==> config.mk <==
export PLATFORM = sky130hd
export DESIGN_NAME = cdc_wr_arbiter
export DESIGN_NICKNAME = d
export VERILOG_FILES = /design/src/rtl/cdc_wr_arbiter.sv
export SDC_FILE = /design/constraint.sdc
export NUM_CORES = 1
export LEC_CHECK = 0
export ABC_CLOCK_PERIOD_IN_PS = 3300
export BUFFER_PORTS_ARGS = -buffer_cell sky130_fd_sc_hd__buf_2
export CAP_MARGIN = 20
export CORE_MARGIN = 2
export CORE_UTILIZATION = 49
export CTS_CLUSTER_SIZE = 14
export DETAILED_ROUTE_END_ITERATION = 8
export PLACE_DENSITY_LB_ADDON = 0.3
export SYNTH_ARGS = -nofsm -noshare
export SYNTH_HDL_FRONTEND = slang
export SYNTH_SLANG_ARGS = --single-unit
==> constraint.sdc <==
create_clock -name i_clk -period 3.3 [get_ports i_clk]
set_input_delay 0.33 -clock i_clk [delete_from_list [all_inputs] [get_ports i_clk]]
set_output_delay 0.33 -clock i_clk [all_outputs]
set_load 0.02 [all_outputs]
==> src/rtl/cdc_wr_arbiter.sv <==
// cdc_wr_arbiter: round-robin, burst-limited arbiter that merges N_REQ
// valid/ready requesters into one registered, tagged write stream for cdcData.
//
// Ports:
//   i_clk, i_rst         write-domain clock, async active-low reset
//   i_cg                 clock gate; every flop holds while low
//   i_reqData/Valid      requester payloads (k at [k*WIDTH +: WIDTH]) / valids
//   o_reqReady           per-requester ready (combinational from i_wready)
//   o_wdata/o_wvalid     registered {tag, payload} beat toward cdcData
//   i_wready             cdcData write ready
//   o_grant              one-hot current owner, zero when idle
//   o_busy               granted or holding an undelivered beat
//
// Optional: define CDC_WR_ARBITER_STATS_EN to add i_statsClr and o_grantCnt
// (per-requester saturating 16-bit accepted-beat counters).
module cdc_wr_arbiter #(
  parameter  int unsigned N_REQ     = 4,
  parameter  int unsigned WIDTH     = 8,
  parameter  int unsigned MAX_BURST = 4,
  localparam int unsigned IDX_W     = (N_REQ > 1) ? $clog2(N_REQ) : 1
) (
  input  logic                   i_clk,
  input  logic                   i_rst,
  input  logic                   i_cg,
  input  logic [N_REQ*WIDTH-1:0] i_reqData,
  input  logic [N_REQ-1:0]       i_reqValid,
  output logic [N_REQ-1:0]       o_reqReady,
  output logic [IDX_W+WIDTH-1:0] o_wdata,
  output logic                   o_wvalid,
  input  logic                   i_wready,
  output logic [N_REQ-1:0]       o_grant,
`ifdef CDC_WR_ARBITER_STATS_EN
  input  logic                   i_statsClr,
  output logic [N_REQ*16-1:0]    o_grantCnt,
`endif
  output logic                   o_busy
);

  localparam int unsigned BCNT_W = (MAX_BURST > 1) ? $clog2(MAX_BURST) : 1;

  typedef enum logic {IDLE, GRANT} state_t;

  state_t                 state_q, state_d;
  logic [N_REQ-1:0]       grant_q, grant_d;
  logic [IDX_W-1:0]       gidx_q, gidx_d;
  logic [IDX_W-1:0]       last_q, last_d;
  logic [BCNT_W-1:0]      burst_q, burst_d;
  logic                   wvalid_q, wvalid_d;
  logic [IDX_W+WIDTH-1:0] wdata_q, wdata_d;

  logic [WIDTH-1:0]       req_arr [N_REQ];
  logic [WIDTH-1:0]       cur_data;
  logic [IDX_W-1:0]       sel;
  logic [31:0]            cand;
  logic                   sel_found;
  logic                   out_free;
  logic                   accept;

  // Unpack requester payloads for indexed selection
  always_comb begin
    for (int unsigned k = 0; k < N_REQ; k++) begin
      req_arr[k] = i_reqData[k*WIDTH +: WIDTH];
    end
  end

  assign cur_data = req_arr[gidx_q];

  // Round-robin pick: first valid after lastGrant, wrapping modulo N_REQ
  always_comb begin
    sel       = last_q;
    sel_found = 1'b0;
    cand      = '0;
    for (int unsigned i = 1; i <= N_REQ; i++) begin
      cand = (32'(last_q) + 32'(i)) % 32'(N_REQ);
      if (!sel_found && i_reqValid[IDX_W'(cand)]) begin
        sel       = IDX_W'(cand);
        sel_found = 1'b1;
      end
    end
  end

  // Output slot can take a beat if empty or being drained this cycle
  assign out_free   = !wvalid_q || i_wready;
  assign o_reqReady = ((state_q == GRANT) && out_free) ? grant_q : '0;
  assign accept     = (state_q == GRANT) && out_free && i_reqValid[gidx_q];

  // Next-state: arbitration FSM, burst counter and output register
  always_comb begin
    state_d  = state_q;
    grant_d  = grant_q;
    gidx_d   = gidx_q;
    last_d   = last_q;
    burst_d  = burst_q;
    wvalid_d = wvalid_q;
    wdata_d  = wdata_q;

    case (state_q)
      IDLE: begin
        if (|i_reqValid) begin
          state_d = GRANT;
          grant_d = N_REQ'(1) << sel;
          gidx_d  = sel;
          last_d  = sel;
          burst_d = '0;
        end
      end
      GRANT: begin
        if (accept) begin
          if (burst_q == BCNT_W'(MAX_BURST - 1)) begin
            state_d = IDLE;
            grant_d = '0;
            burst_d = '0;
          end else begin
            burst_d = burst_q + 1'b1;
          end
        end else if (!i_reqValid[gidx_q]) begin
          state_d = IDLE;
          grant_d = '0;
        end
      end
      default: begin
        state_d = IDLE;
        grant_d = '0;
      end
    endcase

    // Back-to-back accept+drain keeps wvalid high with the new beat
    if (accept) begin
      wvalid_d = 1'b1;
      wdata_d  = {gidx_q, cur_data};
    end else if (i_wready) begin
      wvalid_d = 1'b0;
    end
  end

  // State registers; everything holds while the clock gate is low
  always_ff @(posedge i_clk or negedge i_rst) begin
    if (!i_rst) begin
      state_q  <= IDLE;
      grant_q  <= '0;
      gidx_q   <= '0;
      last_q   <= IDX_W'(N_REQ - 1);
      burst_q  <= '0;
      wvalid_q <= 1'b0;
      wdata_q  <= '0;
    end else if (i_cg) begin
      state_q  <= state_d;
      grant_q  <= grant_d;
      gidx_q   <= gidx_d;
      last_q   <= last_d;
      burst_q  <= burst_d;
      wvalid_q <= wvalid_d;
      wdata_q  <= wdata_d;
    end
  end

  assign o_grant  = grant_q;
  assign o_wvalid = wvalid_q;
  assign o_wdata  = wdata_q;
  assign o_busy   = (state_q == GRANT) || wvalid_q;

`ifdef CDC_WR_ARBITER_STATS_EN
  logic [15:0] cnt_q [N_REQ];
  logic [15:0] cnt_d [N_REQ];

  // Saturating per-requester beat counters; clear beats increment
  always_comb begin
    for (int unsigned k = 0; k < N_REQ; k++) begin
      cnt_d[k] = cnt_q[k];
      if (i_statsClr) begin
        cnt_d[k] = '0;
      end else if (accept && (gidx_q == IDX_W'(k)) && (cnt_q[k] != 16'hFFFF)) begin
        cnt_d[k] = cnt_q[k] + 16'd1;
      end
    end
  end

  always_ff @(posedge i_clk or negedge i_rst) begin
    if (!i_rst) begin
      for (int unsigned k = 0; k < N_REQ; k++) cnt_q[k] <= '0;
    end else if (i_cg) begin
      for (int unsigned k = 0; k < N_REQ; k++) cnt_q[k] <= cnt_d[k];
    end
  end

  always_comb begin
    for (int unsigned k = 0; k < N_REQ; k++) begin
      o_grantCnt[k*16 +: 16] = cnt_q[k];
    end
  end
`endif

endmodule

---- After elaboration in Yosys (flattened, before gate mapping) ----
Cells that the tools add are included.
word-level totals
  register bits after elaboration ......... 22
  word-level logic and storage cells ...... 81
  bits of input ports ..................... 40
  output and inout bits ................... 20
cells by class
  order comparisons ....................... 6
  shift-type cells ........................ 1
  add/sub/neg operators ................... 5
  reductions and logical operators ........ 18
  equal/unequal tests ..................... 5
  mux-type cells .......................... 37
  bitwise gates (word level) .............. 2
operator list
  cell                   number
  $mux W4                5
  $bmux W8 S2            1
  $mux W8                2
  $lt A2 B3 Y1 const B   5
  $mux W1                14
  $mux W2                7
  $bmux W1 S2            5
  $pmux W4 S2            1
  $add A2 B1 Y2 const B  3
  $reduce_and A3 Y1      2
  $logic_and A1 B1 Y1    5
  $add A2 B2 Y2 const B  2
  $logic_not A1 Y1       4
  $pmux W2 S2            1
  $reduce_and A2 Y1      2
  $reduce_and A4 Y1      1
  $reduce_or A4 Y1       1
  $shl A1 B2 Y4 const A  1
  $ge A3 B3 Y1 const B   1
  $ne A3 B2 Y1 const B   1
  $ne A3 B3 Y1 const B   1
  $not A2 Y3             1
  $eq A2 B2 Y1 const B   1
  $logic_or A1 B1 Y1     2
  5 further kinds        5

---- Longest topological paths before layout ----
Gate-level depths: netlist (run 1).
  depth in word-level cells ............... 16
  mapped depth ............................ 6

---- Worst setup path after synthesis (run 1) ----
OpenSTA, ideal clock, no wires.
  kind .................................... register to register
  start point ............................. register gidx_q[0]
  end point ............................... register wdata_q[4] (netlist: o_wdata[4])
  setup time .............................. 0.128 ns
  path slack .............................. 1.702 ns
  arrival ................................. 1.470 ns
  required time ........................... 3.172 ns
  cell stages (with the launch flop) ...... 5
  cells stage by stage .................... dfrtp_1 mux4_2 nand4_4 buf_6 mux2_1
on the way
  word-level cells in the longest chain between the ends .. 4
  elaborated cells between the ends (all ways) .. 8
  classes of those cells .................. 5 x mux; 1 x bitwise; 2 x reduce/logical
RTL lines
  what                                                                  line    source
  start: declaration                                                    45      logic [IDX_W-1:0] gidx_q, gidx_d;
  start signal: assignment                                              149     gidx_q <= gidx_d;
  $bmux W1 S2 / $not A2 Y3 (equally long branches)                      85, 66
  $mux W1 (implied by the code) / $bmux W8 S2 (equally long branches)   85, 66
  $logic_and A1 B1 Y1 / $mux W8 (equally long branches)                 85, 66
  $reduce_and A2 Y1 (no source line) / $mux W8 (equally long branches)  n/a
  end signal: assignment                                                153     wdata_q <= wdata_d;
  end: declaration                                                      49      logic [IDX_W+WIDTH-1:0] wdata_q, wdata_d;
Parallel ways exist; a longest one is shown, timed or not. The select of a mux whose other input is x is not followed.
A chain may end at the register's enable or synchronous reset.

---- Final worst setup path (run 1) ----
  start point ............................. register gidx_q[0]
  end point ............................... register wdata_q[0] (netlist: o_wdata[0])
Same word-level chain as after synthesis.

==> impl_metrics.tcl, run 1 <==
set metrics [dict create \
    status "finished, final reports clean" \
    vdd_ir_drop_max_v 0.000606 \
    synthCells 98 \
    avgSynthCellArea_um2 12.7 \
    cp_max_fo 15 \
    yosysWarnings 0 \
    fin_skew_ns 0.00381 \
    clk_pin_slew_ns 0.12 \
    antenna_found_initial 0 \
    drtIter0Drc 14 \
    num_vias 1054 \
    yosysUniqueCellTypes 33 \
    die_w_um 54.3 \
    routed_via_density 5.67 \
    ys_seq_elements 22 \
    core_um2 2430 \
    arrival_ns 2.31 \
    grt.total_usage 0.198 \
    hold_viol_final 0 \
    clockRootBuffer "clkbuf_4" \
    report.final.setup_viol 0 \
    relSlewSlack 0.593 \
    drv_cap 0 \
    multi_input_area_um2 631 \
    wl_um 2630 \
    drcViolationCount 0 \
    ys_seq_area_frac 0.446 \
    antenna_left 0 \
    io_pins 60 \
    drive_gt1_frac 0.526 \
    dieArea_um2 2950 \
    diodes 0 \
    yosysTopAreaCellShare 0.403 \
    final_nets 198 \
    cp.required_ns 3.51 \
    crit_type "flip-flop to flip-flop" \
    grt_max_degree 23 \
    num_rows 18 \
    drv_slew 0 \
    clock_latency_ns 0.31 \
    grt_pass1_vias 978 \
    crit_chain "mux4_2, nand4_4, mux2_2" \
    final.setup.tns_ns 0 \
    synthesis.area_um2 1240 \
    cts.repair.resized 0 \
    place.gp.congestion 0.792 \
    layout_min_cycle_time_ns 2.10 \
    first_pass_iters 4 \
    startpoint_type "flip-flop" \
    synth_top_cell_by_area "dfrtp_1" \
    overflow 0 \
    dp_hpwl_um 2060 \
    htree_num_levels 1 \
    cts.sinks 22 \
    die_y_um 54.3 \
    cts_buffers 3 \
    synthesis.nets 139 \
    cpPeakStageDelay_ns 0.75 \
    rsz0062_at_grt "no" \
    hold_path_class "input port to flip-flop" \
    fillers 208 \
    period_share 0.635 \
    syn2layout_area_growth_pct 28.7 \
    numPortBuffers 59 \
    post-route-util 0.657 \
    start_util 0.510 \
    grt_pass1_wl_um 4130 \
    tritoncts "done" \
    leakagePower_nw 0.790 \
    postCtsSetupBuffers 0 \
    powerDensity_nw_per_um2 920 \
    worst_pin_slew_ns 0.611 \
    clockBufferDepth 2 \
    wl_per_cell_um 14.1 \
    cp_slowest_cell "dfrtp_1" \
    end_kind "flip-flop" \
    synthTopCellsByArea "dfrtp_1, mux4_2, mux2_1" \
    area.sequential_um2 553 \
    max_freq_mhz 477 \
]
## synth_stat cells (all sizes together)
library cell	count
a21o	1
o31a	1
or2	1
dfstp	2
o31ai	1
o21a	2
dfrtp	20
o21ai	2
o211ai	2
nand2b	2
nand2	6
nor2	4
a22oi	1
a32o	2
o41ai	1
inv	5
nor2b	3
nand3	1
a21oi	3
mux2	10
buf	3
mux4	9
nand4	1
o2bb2ai	2
or4	1
ha	1
nand3b	2
and3	5
mux2i	1
clkbuf	3
## layout make-up
cell class | instances | share of cell area
timing repair buffer | 60 | 0.191
sequential | 22 | 0.346
clock inverter | 1 | 0.0188
multi-input combinational | 65 | 0.395
clock buffer | 3 | 0.0141
inverter | 5 | 0.0117
tap | 30 | 0.0235
## flip-flops by register name (all words and copies together) (netlist names)
register	count
burst_q	2
gidx_q	2
last_q	2
o_grant	4
o_wdata	10
o_wvalid	1
state_q	1
## layout by cell type (no fill, tap or decap), drive strengths merged, types with 3 or more instances in the layout
cell and count:
a21oi 3, and3 5, buf 59, clkbuf 3, dfrtp 20, inv 5
mux2 10, mux4 9, nand2 6, nor2 4, nor2b 3
## worst paths after layout
| check | start | end | slack [ns] | depth (start not counted) |
|---|---|---|---|---|
| max | gidx_q[0] | o_wdata[0] | 1.20 | 3 |
| min | i_wready | o_wvalid | 0.29 | 4 |
| max reg2reg | gidx_q[0] | o_wdata[0] | 1.20 | 3 |
| min reg2reg | burst_q[0] | burst_q[0] | 0.50 | 1 |
| max in group asynchronous | i_rst | last_q[1] | 2.46 | 2 |
| min in group asynchronous | i_rst | o_grant[2] | 0.49 | 2 |
## what timing repair did
item / 4_1_cts / 5_1_grt
hold buffers: 1 / 0
hold endpoints to repair: 20 / 0
setup endpoints to repair: 0 / 0
## cells by family (layout without fill, tap and decap cells)
logic type                 count (synthesis)  after routing  synth area share
and+or+nand+nor                           26             26             0.129
DFF                                       22             22             0.446
muxes                                     20             20             0.262
AOI/OAI and AO/OA                         18             18             0.107
buffers and inverters                     11             69            0.0464
adders and majority gates                  1              1            0.0101
## stage by stage
stage                     setup slack (ns)  cell area, um^2  std cells  hold WS (ns)  power (mW)
after CTS                             1.16             1600        186         0.293        1.48
final                                 1.20             1600        186         0.291        1.47
after global routing                  1.05             1600        186         0.303        1.57
after floorplan                       1.70             1240         98        0.0344        1.08
after detailed placement              1.17             1540        181         0.320        1.28
after global placement                1.25             1540        181         0.314        1.24
## layer usage
metal | part of all wire | global-route usage
met5 | 0 | 0
met4 | 0.024 | 0.100
met2 | 0.50 | 0.343
met1 | 0.41 | 0.238
met3 | 0.069 | 0.0301
## critical path, delay by kind of cell (launching register included)
family / cells / cell delay, ns
DFF: 1 / 0.75
muxes: 2 / 1.00
and+or+nand+nor: 1 / 0.23
## where the power goes
group / internal (mW) / switching [mW]
Sequential: 0.411 / 0.155
Combinational: 0.347 / 0.351
Clock: 0.123 / 0.0843
Total: 0.881 / 0.590
Note: power is estimated with default switching activity, not from simulation.
==> inputs of run 2 (changes only) <==
ABC_AREA = 1   (was not set)
ABC_CLOCK_PERIOD_IN_PS = 1850   (was 3300)
CORE_UTILIZATION = 44   (was 49)
clock period = 1.85 ns   (was 3.3 ns; I/O delays follow)
==> run 2 against run 1 <==
Against the previous run:
- sequential cell count is the same
- critical path type unchanged
- core utilization fell by 9.0 points
- routed wire length up 35%
- first-iteration DRC count increased to 4.1 times the previous value
- critical path depth rose by 8
- largest power group unchanged
- critical endpoint is now gidx_q[0]
- setup slack worse by 1.0 ns
- clock power rose by 26%
- fmax grew 26%
- area after synthesis is 26% higher
- largest cell class unchanged
- final cell count rose by 78%
==> impl_metrics.tcl, run 2 <==
set metrics [dict create \
    status "finished, final reports clean" \
    grt.total_usage 0.198 \
    routed_via_density 4.76 \
    final_nets 327 \
    report.final.setup_viol 0 \
    cpPeakStageDelay_ns 0.70 \
    die_w_um 63.6 \
    core_um2 3390 \
    antenna_found_initial 0 \
    end_kind "flip-flop" \
    clockBufferDepth 2 \
    ys_seq_elements 22 \
    grt_max_degree 23 \
    drv_slew 0 \
    grt_pass1_vias 1596 \
    cp_slowest_cell "dfstp_2" \
    htree_num_levels 1 \
    layout_commonest_cell "nand2_1" \
    clockRootBuffer "clkbuf_4" \
    drv_cap 0 \
    synth_top_cell_by_area "dfrtp_1" \
    diodes 0 \
    relSlewSlack 0.684 \
    synthTopCellsByArea "dfrtp_1, nand2_1, nor2_1" \
    crit_top_cell "nand2_4" \
    final_cell_mix "nand2_1, buf_2, nor2_1" \
    die_y_um 63.6 \
    rsz0062_at_grt "no" \
    hold_viol_final 0 \
    place.gp.congestion 0.847 \
    yosysWarnings 0 \
    fin_skew_ns 0.00674 \
    max_freq_mhz 600 \
    largest_reg_flops 10 \
    num_vias 1574 \
    synth.most_common_cell "nand2_1" \
    crit_chain "inv_8, nand2_2, nand2_4, nand2_4, nand2_4, inv_4, nand3_4, nand2_1, nand2_2, nand2_1, o21ai_0" \
    dp.cells 326 \
    leakagePower_nw 1.08 \
    dieArea_um2 4050 \
    syn2layout_area_growth_pct 22.7 \
    powerDensity_nw_per_um2 1720 \
    async_flop_share 1.00 \
    num_rows 21 \
    drive_gt1_frac 0.340 \
    io_pins 60 \
    tritoncts "done" \
    synth_edf_count 0 \
    wl_um 3550 \
    cts_buffers 3 \
    numPortBuffers 59 \
    setup_ws_ns 0.183 \
    drcViolationCount 0 \
    wl_per_cell_um 10.7 \
    vdd_ir_drop_max_v 0.000671 \
    start_util 0.462 \
    cp_max_fo 10 \
    yosysTopAreaCellShare 0.320 \
    dp_hpwl_um 2840 \
    final.setup.tns_ns 0 \
    clk_pin_slew_ns 0.12 \
    arrival_ns 1.86 \
    yosys-top-cells-count "nand2_1, nor2_1, o21ai_0, dfrtp_1, nand3_1" \
    post-place-ws_ns 0.200 \
    synthesis.nets 266 \
    cts.repair.resized 0 \
    period_share 0.901 \
    fillers 343 \
    clock_latency_ns 0.30 \
    drtIter0Drc 58 \
    hold_buffers 1 \
    antenna_left 0 \
    overflow 0 \
    avgSynthCellArea_um2 6.96 \
    worst_pin_slew_ns 0.474 \
    crit_family "flip-flops" \
    cp.required_ns 2.04 \
    grt_pass1_wl_um 6540 \
    yosysUniqueCellTypes 28 \
    synthCells 225 \
    ys_seq_area_frac 0.353 \
    cts.sinks 22 \
    layout_min_cycle_time_ns 1.67 \
    final_cells 331 \
    startpoint_type "flip-flop" \
    synthesis.area_um2 1570 \
    first_pass_iters 5 \
    postCtsSetupBuffers 0 \
    synth-main-ff-cell "dfrtp_1" \
    hold_path_class "input port to flip-flop" \
    crit_type "flip-flop to flip-flop" \
    path_buf_inv 2 \
]
run 2: cell count changes after synthesis, moves of 6 or more:
| cell | previous run | this run |
|---|---|---|
| nor2_1 | 4 | 29 |
| nand2_1 | 6 | 80 |
| o21ai_0 | 2 | 21 |
| nand2_2 | 0 | 11 |
| nand3_1 | 1 | 12 |
| inv_1 | 5 | 11 |
| o22ai_1 | 0 | 7 |
| mux4_2 | 9 | 0 |
run 2: logic make-up (layout without fill, tap and decap cells):
family / Yosys count / in the layout / share of synthesized area
fa+ha+maj: 1 / 1 / 0.00799
flops: 22 / 22 / 0.353
buf+inv: 25 / 85 / 0.0991
compound gates: 35 / 35 / 0.124
simple gates: 142 / 142 / 0.416
run 2: metal layers:
metal | wire, um | vias up | track usage
li1 | - | 835 | -
met1 | 1700 | 710 | 0.256
met2 | 1730 | 25 | 0.338
met3 | 88 | 4 | 0.0250
met4 | 38 | 0 | 0.0734
met5 | 0 | - | 0
run 2: final timing paths:
kind	start	endpoint	slack, ns	depth (start not counted)
max in group asynchronous	i_rst	last_q[1]	1.13	2
min in group asynchronous	i_rst	o_wdata[8]	0.36	2
setup reg to reg	last_q[0]	gidx_q[0]	0.18	11
hold reg to reg	o_wdata[0]	o_wdata[0]	0.48	2
hold / removal	i_cg	state_q	0.11	2
setup / recovery	last_q[0]	gidx_q[0]	0.18	11
run 2: area by class of cell:
class	instances	area [um^2]	share of cell area
Timing Repair Buffer	65	343	0.179
Clock buffer	4	36.3	0.0189
Inverter	16	73.8	0.0384
Tap cell	46	57.6	0.0300
Multi-Input combinational cell	178	857	0.446
Sequential cell	22	553	0.288
run 2: stage by stage:
stage | hold slack, ns | utilization | power (mW) | area, um^2
after floorplan | -0.111 | - | 2.61 | 1570
after global placement | 0.172 | 0.553 | 3.03 | 1870
after detailed placement | 0.172 | 0.553 | 3.07 | 1870
after CTS | 0.102 | 0.567 | 3.33 | 1920
after global routing | 0.104 | 0.567 | 3.65 | 1920
final | 0.113 | 0.567 | 3.30 | 1920
run 2: power breakdown:
group	switching, mW	internal, mW	leakage (nW)
clock	0.141	0.120	0.0210
sequential	0.207	0.715	0.272
combinational	1.37	0.752	0.789
